$ cat config.mk
export PLATFORM = sky130hd
export DESIGN_NAME = spi_rd_fifo_flat
export DESIGN_NICKNAME = d
export VERILOG_FILES = /design/src/rtl/spi_rd_fifo_if.sv /design/src/rtl/spi_rd_fifo.sv /design/src/flat_wrapper.sv
export SDC_FILE = /design/constraint.sdc
export NUM_CORES = 1
export LEC_CHECK = 0
export BUFFER_PORTS_ARGS = -buffer_cell sky130_fd_sc_hd__buf_2
export CAP_MARGIN = 30
export CORE_UTILIZATION = 45
export DETAILED_ROUTE_END_ITERATION = 10
export GPL_ROUTABILITY_DRIVEN = 0
export MAX_ROUTING_LAYER = met4
export PLACE_DENSITY_LB_ADDON = 0.1
export SYNTH_ARGS = -nofsm -noshare
export SYNTH_HDL_FRONTEND = slang
export SYNTH_SLANG_ARGS = --single-unit
export TNS_END_PERCENT = 30
$ cat constraint.sdc
create_clock -name clk -period 3.2 [get_ports clk]
set_input_delay 0.32 -clock clk [delete_from_list [all_inputs] [get_ports clk]]
set_output_delay 0.32 -clock clk [all_outputs]
set_load 0.01 [all_outputs]
$ cat src/rtl/spi_rd_fifo_if.sv
// Bus between the word producer / SPI read block and the read FIFO.
// The master side drives data, write strobe, pop and status clear.
interface spi_rd_fifo_if #(
    parameter int Nbit = 8,
    parameter int AW   = 4
);
    logic [Nbit-1:0] din;
    logic            wr_en;
    logic            clr;
    logic            stat_clr;
    logic [Nbit-1:0] dout;
    logic            empty;
    logic            full;
    logic [AW:0]     count;
    logic            ovf;
    logic            udf;

    modport master (
        output din, wr_en, clr, stat_clr,
        input  dout, empty, full, count, ovf, udf
    );

    modport slave (
        input  din, wr_en, clr, stat_clr,
        output dout, empty, full, count, ovf, udf
    );
endinterface

$ cat src/rtl/spi_rd_fifo.sv
// Read-side FIFO for the SPI slave: registered head word on dout, one pop per
// rising edge of clr, fill value while empty, sticky overflow/underflow flags.
module spi_rd_fifo #(
    parameter int              Nbit      = 8,
    parameter int              AW        = 4,
    parameter logic [Nbit-1:0] EMPTY_VAL = {Nbit{1'b1}}
) (
    input logic          clk,
    input logic          rst,
    spi_rd_fifo_if.slave bus
);
    localparam int DEPTH = 1 << AW;

    logic [Nbit-1:0] mem_q [DEPTH];
    logic [AW-1:0]   wr_ptr_q, wr_ptr_d;
    logic [AW-1:0]   rd_ptr_q, rd_ptr_d;
    logic [AW-1:0]   rd_nxt;
    logic [AW:0]     count_q, count_d;
    logic            empty_q, empty_d;
    logic            full_q, full_d;
    logic [Nbit-1:0] dout_q, dout_d;
    logic            ovf_q, ovf_d;
    logic            udf_q, udf_d;
    logic            clr_d_q;
    logic            pop, pop_acc, wr_acc;

    assign pop     = bus.clr & ~clr_d_q;
    assign pop_acc = pop & ~empty_q;
    assign wr_acc  = bus.wr_en & (~full_q | pop_acc);
    assign rd_nxt  = rd_ptr_q + AW'(1);

    always_comb begin
        wr_ptr_d = wr_acc  ? wr_ptr_q + AW'(1) : wr_ptr_q;
        rd_ptr_d = pop_acc ? rd_nxt : rd_ptr_q;
        count_d  = count_q + (AW+1)'(wr_acc) - (AW+1)'(pop_acc);
        empty_d  = (count_d == '0);
        full_d   = (count_d == (AW+1)'(DEPTH));
        ovf_d    = (bus.wr_en & full_q & ~pop_acc) | (ovf_q & ~bus.stat_clr);
        udf_d    = (pop & empty_q) | (udf_q & ~bus.stat_clr);

        // Head only moves on a write into empty or an accepted pop, so the
        // read block always samples a stable word.
        dout_d = dout_q;
        if (empty_d)
            dout_d = EMPTY_VAL;
        else if (empty_q && wr_acc)
            dout_d = bus.din;
        else if (pop_acc)
            dout_d = (count_q == (AW+1)'(1)) ? bus.din : mem_q[rd_nxt];
    end

    always_ff @(posedge clk) begin
        if (rst) begin
            wr_ptr_q <= '0;
            rd_ptr_q <= '0;
            count_q  <= '0;
            empty_q  <= 1'b1;
            full_q   <= 1'b0;
            dout_q   <= EMPTY_VAL;
            ovf_q    <= 1'b0;
            udf_q    <= 1'b0;
            clr_d_q  <= 1'b0;
        end else begin
            wr_ptr_q <= wr_ptr_d;
            rd_ptr_q <= rd_ptr_d;
            count_q  <= count_d;
            empty_q  <= empty_d;
            full_q   <= full_d;
            dout_q   <= dout_d;
            ovf_q    <= ovf_d;
            udf_q    <= udf_d;
            clr_d_q  <= bus.clr;
        end
    end

    always_ff @(posedge clk) begin
        if (!rst && wr_acc)
            mem_q[wr_ptr_q] <= bus.din;
    end

    assign bus.dout  = dout_q;
    assign bus.empty = empty_q;
    assign bus.full  = full_q;
    assign bus.count = count_q;
    assign bus.ovf   = ovf_q;
    assign bus.udf   = udf_q;
endmodule

$ cat src/flat_wrapper.sv
// flat-port wrapper written by rule: the top's interface ports become plain ports
module spi_rd_fifo_flat 
#(
    parameter int              Nbit      = 8,
    parameter int              AW        = 4,
    parameter logic [Nbit-1:0] EMPTY_VAL = {Nbit{1'b1}}
)
  (clk, rst, bus_din, bus_wr_en, bus_clr, bus_stat_clr, bus_dout, bus_empty, bus_full, bus_count, bus_ovf, bus_udf);
  spi_rd_fifo_if #(.Nbit(Nbit), .AW(AW)) bus_i ();
  input logic clk;
  input logic rst;
  input wire logic [$bits(bus_i.din)-1:0] bus_din;
  input wire logic [$bits(bus_i.wr_en)-1:0] bus_wr_en;
  input wire logic [$bits(bus_i.clr)-1:0] bus_clr;
  input wire logic [$bits(bus_i.stat_clr)-1:0] bus_stat_clr;
  output wire logic [$bits(bus_i.dout)-1:0] bus_dout;
  output wire logic [$bits(bus_i.empty)-1:0] bus_empty;
  output wire logic [$bits(bus_i.full)-1:0] bus_full;
  output wire logic [$bits(bus_i.count)-1:0] bus_count;
  output wire logic [$bits(bus_i.ovf)-1:0] bus_ovf;
  output wire logic [$bits(bus_i.udf)-1:0] bus_udf;
  assign bus_i.din = bus_din;
  assign bus_i.wr_en = bus_wr_en;
  assign bus_i.clr = bus_clr;
  assign bus_i.stat_clr = bus_stat_clr;
  assign bus_dout = bus_i.dout;
  assign bus_empty = bus_i.empty;
  assign bus_full = bus_i.full;
  assign bus_count = bus_i.count;
  assign bus_ovf = bus_i.ovf;
  assign bus_udf = bus_i.udf;
  spi_rd_fifo #(.Nbit(Nbit), .AW(AW), .EMPTY_VAL(EMPTY_VAL)) u_core (.clk(clk), .rst(rst), .bus(bus_i));
endmodule
==> flow_summary.toml, run 1 <==
[grt]
grt-ovfl-total = 0
grt_max_degree = 37
grt_pass1_vias = 3495
track_usage_pct = 20.7
grt_pass1_wl_microns = 20200
antenna_found_initial = 0

[critical_path]
start_kind = "flop"
path_cells = "or3b_1, inv_1, ha_1, inv_1, ha_1, inv_1, fa_1, nand2b_1, a21oi_1, xnor2_1, a41oi_2, nand3_1"
worst-setup-path-type = "reg2reg"
rrSetupSlack_ns = 0.43
crit_required_ns = 3.47
rr_worst_depth = 12
worst-path-stages = 12
critical-path-slowest-cell = "or3b_1"
startpoint = "u_core.bus.empty"
r2r-end = "u_core.bus.dout[3]"
worst_path_most_repeated_cell = "inv_1"
cp_top_family = "adder cells"
worstPathBufferInverterCount = 3
crit_arrival_ns = 3.04
cpPeakStageDelay_ns = 0.40
path_max_fanout = 9
endpoint = "u_core.bus.dout[3]"
critPathCaptureType = "flop"
r2r-start = "u_core.bus.empty"

[synth]
synthesis.nets = 397
synth-seq-cells = 154
synth_cell_types = 40
ys_warn_count = 0
yosysSeqAreaShare_pct = 69.8
syn-mean-instance-area_sq_um = 16.8
synthCells = 372
syn_area_sq_mm = 0.00625

[timing]
finClkSkew_ns = 0.00842
slew-limit-headroom_pct = 53.2
worst_pin_slew_ns = 0.702
period_share_pct = 86.6
hold_viol = 0
setup_violations = 0
min_period_ns = 2.77
drv_slew = 0
fmax_ghz = 0.361
grt_setup_unrepaired = "false"
setup_tns_ns = 0

[cts]
hold_buffers = 0
cts_resized = 0
htree_levels = 4
post_cts_buffers = 0
clockRootBuffer = "clkbuf_16"
cts-buffers-inserted = 17
cts_max_path_buffers = 2
path_clk_slew_ns = 0.06
cts_tree = "yes"
clk_latency_ns = 0.42
cts_sinks = 154

[final_layout]
multi_input_area_sq_mm = 0.00173
fill_cells = 1091
nets = 452
regArea_sq_mm = 0.00437
drive_above_1_share_pct = 26.8
areaGrowthSynthToFinish_pct = 16.9
layout.cells.non_filler = 616
antennaDiodeCount = 0
fin_util_pct = 54.5

[floorplanning]
die_x_microns = 120
start_util_pct = 46.6
die_height_microns = 120
num_rows = 42
ios = 30
core_area_sq_mm = 0.0134
die-area_sq_mm = 0.0144

[placement]
place_hpwl_microns = 8120
dp_cells = 584
placement.io_buffers = 29

[drt]
wl_met1_microns = 5760
top_layer_used = "met4"
dr.pass1.iters = 5
vias = 3355
routed_via_density = 5.45
ant_nets = 0
drc = 0
avgRoutedWirePerCell_microns = 20.7
drtIter0Drc = 259
dr_wl_met3_microns = 651
wirelength_microns = 12800
routed-wl-met2_microns = 6140

[outcome]
status = "complete, no violations"

[power_and_ir_drop]
p_leak_nw = 2.51
peakVddDrop_uv = 377
p_per_area_mw_per_mm2 = 744

[min_path]
hold_class = "in2reg"

[job]
max-cap-violations = 0
[metal layers]
| metal | vias to the layer above | track usage (%) |
|---|---|---|
| met1 | 1690 | 26.5 |
| li1 | 1555 | - |
| met4 | 0 | 7.81 |
| met3 | 21 | 5.47 |
| met5 | - | - |
| met2 | 89 | 31.8 |
[where the power goes]
part | internal (mW) | leakage [nW] | switching (mW)
clock | 1.29 | 0.310 | 0.750
sequential | 2.29 | 1.37 | 0.0827
combinational | 0.458 | 0.836 | 0.566
[stage by stage]
stage | worst slack, ns | area (sq um) | hold WS (ns) | power, mW
after floorplan | 0.325 | 6250 | 0.419 | 3.15
after global placement | 0.394 | 6680 | 0.472 | 3.45
after detailed placement | 0.337 | 6680 | 0.468 | 3.46
after CTS | 0.415 | 7300 | 0.136 | 5.50
after global routing | 0.158 | 7300 | 0.157 | 5.70
final | 0.428 | 7300 | 0.160 | 5.44
[final cells by class]
cell class,count,share of cell area (%)
Clock inverter,3,0.223
Sequential cell,154,59.8
Multi-Input combinational cell,189,23.7
Timing Repair Buffer,50,4.15
Inverter,15,0.771
Tap cell,176,3.02
Clock buffer,29,8.31
[worst min path at each step]
| stage | start | end | depth (start not counted) |
|---|---|---|---|
| 4_1_cts | bus_clr | u_core.clr_d_q | 2 |
| 6_report | bus_clr | u_core.clr_d_q | 2 |
| 5_1_grt | bus_clr | u_core.clr_d_q | 2 |
| 3_3_place_gp | u_core.bus.ovf | u_core.bus.ovf | 2 |
| 2_1_floorplan | bus_din[0] | u_core.mem_q[0][0] | 0 |
| 3_5_place_dp | u_core.bus.udf | u_core.bus.udf | 2 |
[cells in the mapped netlist]
cell / n / share of area [%]
a21boi_0: 1 / 0.12
a21boi_4: 1 / 0.30
a21o_1: 1 / 0.12
a21oi_1: 7 / 0.56
a22oi_1: 8 / 0.96
a2bb2oi_2: 1 / 0.24
a32oi_1: 2 / 0.28
a41oi_2: 1 / 0.26
and3_1: 8 / 0.80
and4_1: 2 / 0.28
buf_1: 1 / 0.060
buf_2: 6 / 0.48
buf_6: 3 / 0.54
buf_8: 1 / 0.24
clkbuf_1: 3 / 0.18
dfxtp_1: 26 / 8.3
edfxtp_1: 128 / 62
fa_1: 1 / 0.32
ha_1: 11 / 2.2
inv_1: 15 / 0.90
mux4_2: 32 / 12
nand2_1: 24 / 1.4
nand2_2: 1 / 0.10
nand2b_1: 1 / 0.10
nand3_1: 16 / 1.3
nand3_2: 1 / 0.16
nand3b_1: 1 / 0.12
nand4_1: 2 / 0.20
nor2_1: 35 / 2.1
nor2b_1: 5 / 0.50
o2111a_1: 1 / 0.18
o21ai_0: 1 / 0.080
o221ai_1: 8 / 1.1
o22ai_1: 1 / 0.10
or3_1: 2 / 0.20
or3b_1: 1 / 0.14
or3b_2: 1 / 0.14
xnor2_1: 7 / 0.98
xnor2_2: 1 / 0.26
xor2_1: 4 / 0.56
[worst reg2reg max path, delay by kind of cell (launching register included)]
kind	cells	cell delay [ns]
adder cells (fa/ha/maj)	3	0.76
AND/OR/NAND/NOR	3	0.69
AO/OA/AOI/OAI	2	0.54
flip-flops	1	0.33
buffers and inverters	3	0.20
XOR/XNOR	1	0.11
[state kept, by name (all words and copies together), names as in the netlist]
register / count
u_core.mem_q: 128
u_core.bus.full: 1
u_core.bus.ovf: 1
u_core.bus.empty: 1
u_core.bus.count: 5
u_core.clr_d_q: 1
u_core.bus.dout: 8
u_core.wr_ptr_q: 4
u_core.rd_ptr_q: 4
u_core.bus.udf: 1
[placed cells by master (no fill, tap or decap), types with 2 or more instances in the layout]
cell type and n:
or3_1 2, clkbuf_8 3, dfxtp_1 25, buf_4 21
a21oi_1 7, and4_1 2, mux4_2 32, nor2_1 35
and3_1 8, buf_2 29, xor2_1 4, clkbuf_16 22
inv_1 15, xnor2_1 7, nand2_1 24, a22oi_1 8
a32oi_1 2, nor2b_1 5, o221ai_1 8, clkbuf_1 4
ha_1 11, edfxtp_1 128, clkinv_2 2, nand3_1 16
nand4_1 2
[kinds of logic (layout without fill, tap and decap cells)]
logic type               after synthesis  after routing  synth area share [%]
flip-flops                           154            154                  69.8
AND/OR/NAND/NOR                      100            100                  7.57
AO/OA/AOI/OAI                         33             33                  4.33
multiplexers                          32             32                  11.5
buffers and inverters                 29             97                  2.40
adder cells (fa/ha/maj)               12             12                  2.52
XOR/XNOR                              12             12                  1.80
(Power assumes the default switching activity.)
==> run 2: changes to the inputs <==
Clock period 3.2 ns to 2.75 ns, I/O delays scaled along.
==> run 2 against run 1 <==
Net effect:
- non-clock buffer count rose by 3
- worst setup slack got worse by 0.32 ns
- register-to-register slack got worse by 0.32 ns
- die area did not move
- combinational power rose by 37%
- final area rose by 2.1%
- cell count rose by 0.49%
- utilization rose by 1.1 points
- clock power rose by 29%
- critical path type unchanged
- largest power group unchanged
==> flow_summary.toml, run 2 (same netlist as run 1, synthesis figures left out) <==
[drt]
dr.pass1.iters = 5
wirelength_microns = 13400
drtIter0Drc = 221
routed_via_density = 5.49
ant_nets = 0
vias = 3396
drc = 0
avgRoutedWirePerCell_microns = 21.6

[placement]
placement.io_buffers = 29
dp_cells = 585
place_area_sq_mm = 0.00674
place_ws_ns = -0.0632
place_hpwl_microns = 8490

[cts]
cts_sinks = 154
cts_max_path_buffers = 2
clockRootBuffer = "clkbuf_16"
cts_tree = "yes"
hold_buffers = 0
htree_levels = 4
cts-buffers-inserted = 17
path_clk_slew_ns = 0.06
clk_latency_ns = 0.42

[final_layout]
final_common_cell = "edfxtp_1"
final_cell_mix = "128 x edfxtp_1, 35 x nor2_1, 32 x mux4_2"
fin_area_sq_mm = 0.00745
layout.cells.non_filler = 619
drive_above_1_share_pct = 30.5
antennaDiodeCount = 0
largest_reg_flops = 128
fin_util_pct = 55.6
areaGrowthSynthToFinish_pct = 19.3
top_register = "u_core.mem_q"
nets = 455

[floorplanning]
ios = 30
core_area_sq_mm = 0.0134
die_height_microns = 120
die_x_microns = 120
start_util_pct = 46.6
die-area_sq_mm = 0.0144
num_rows = 42

[critical_path]
path_cells = "or3b_4, inv_4, ha_4, inv_1, ha_2, inv_2, fa_2, nand2b_4, a21oi_4, xnor2_2, a41oi_2, buf_4, nand3_1"
startpoint = "u_core.bus.empty"
cp_top_family = "adder cells"
critical-path-slowest-cell = "or3b_4"
worstPathBufferInverterCount = 4
path_max_fanout = 4
crit_required_ns = 3.05
start_kind = "flop"
cpPeakStageDelay_ns = 0.44
r2r-start = "u_core.bus.empty"
crit_arrival_ns = 2.95
critPathCaptureType = "flop"
worst-setup-path-type = "reg2reg"

[timing]
period_share_pct = 96.1
min_period_ns = 2.64
worst_pin_slew_ns = 0.686
hold_viol = 0
whs_ns = 0.109
fin_ws_ns = 0.106
fmax_ghz = 0.378
setup_tns_ns = 0
setup_violations = 0
finClkSkew_ns = 0.00879
drv_slew = 0
slew-limit-headroom_pct = 54.3

[grt]
track_usage_pct = 21.3
grt_pass1_vias = 3588
grt-ovfl-total = 0
antenna_found_initial = 0
grt_busiest_layer = "met2"
grt_max_degree = 37
grt_use_met1_pct = 26.0
use_met3_pct = 4.28
grt_pass1_wl_microns = 20700
met2_usage_pct = 35.1

[outcome]
status = "complete, no violations"

[power_and_ir_drop]
p_clk_share_pct = 38.6
seqPwrFrac_pct = 40.8
p_sw_mw = 1.75
finalPower_mw = 6.81
cellInternalPower_mw = 5.07
p_leak_nw = 2.57
netSwitchingFraction_pct = 25.6
p_per_area_mw_per_mm2 = 914
pwr-share-comb_pct = 20.6
peakVddDrop_uv = 428

[min_path]
hold_start = "bus_clr"
hold_class = "in2reg"

[job]
max-cap-violations = 0
## run 2: per-layer routing
| layer | up-vias | wire length [microns] |
|---|---|---|
| li1 | 1565 | - |
| met1 | 1732 | 5390 |
| met2 | 88 | 7150 |
| met3 | 11 | 636 |
| met4 | 0 | 178 |
| met5 | - | 0 |
## run 2: power groups by stage
stage,combinational [mW],clock (mW),sequential [mW]
floorplan,0.887,0,2.84
global placement,1.29,0,2.82
detailed placement,1.31,0,2.83
CTS,1.32,2.67,2.78
global route,1.53,2.78,2.79
finish,1.40,2.63,2.78
## run 2: path summary, 6_finish.rpt
| path | end | slack (ns) | cells past startpoint |
|---|---|---|---|
| worst max-delay path | u_core.bus.dout[4] | 0.11 | 13 |
| worst min-delay path | u_core.clr_d_q | 0.11 | 2 |
| worst max register to register | u_core.bus.dout[4] | 0.11 | 13 |
| worst min register to register | u_core.bus.ovf | 0.50 | 2 |
## run 2: what timing repair did
item / 4_1_cts / 5_1_grt
resized for setup: 1 / 4
gates cloned: 0 / 1
pin swaps: 0 / 4
hold endpoints to repair: 0 / 0
setup endpoints to repair: 7 / 9
buffers inserted: 0 / 1
## run 2: area by class of cell
cell class / count / area, sq um
fillers: 1072 / 5950
flip-flops and latches: 154 / 4370
multi-input cells: 189 / 1780
clock buffers: 19 / 453
repair buffers: 53 / 354
clock inverters: 13 / 221
well taps: 176 / 220
inverters: 15 / 58.8
## run 2: worst reg2reg max path: cells and delay by family, from the launching register on
kind / cells / cell delay [ns]
AOI/OAI and AO/OA: 2 / 0.37
adders and majority gates: 3 / 0.73
DFF: 1 / 0.33
and+or+nand+nor: 3 / 0.65
xor gates and xnor gates: 1 / 0.09
buffers and inverters: 4 / 0.36
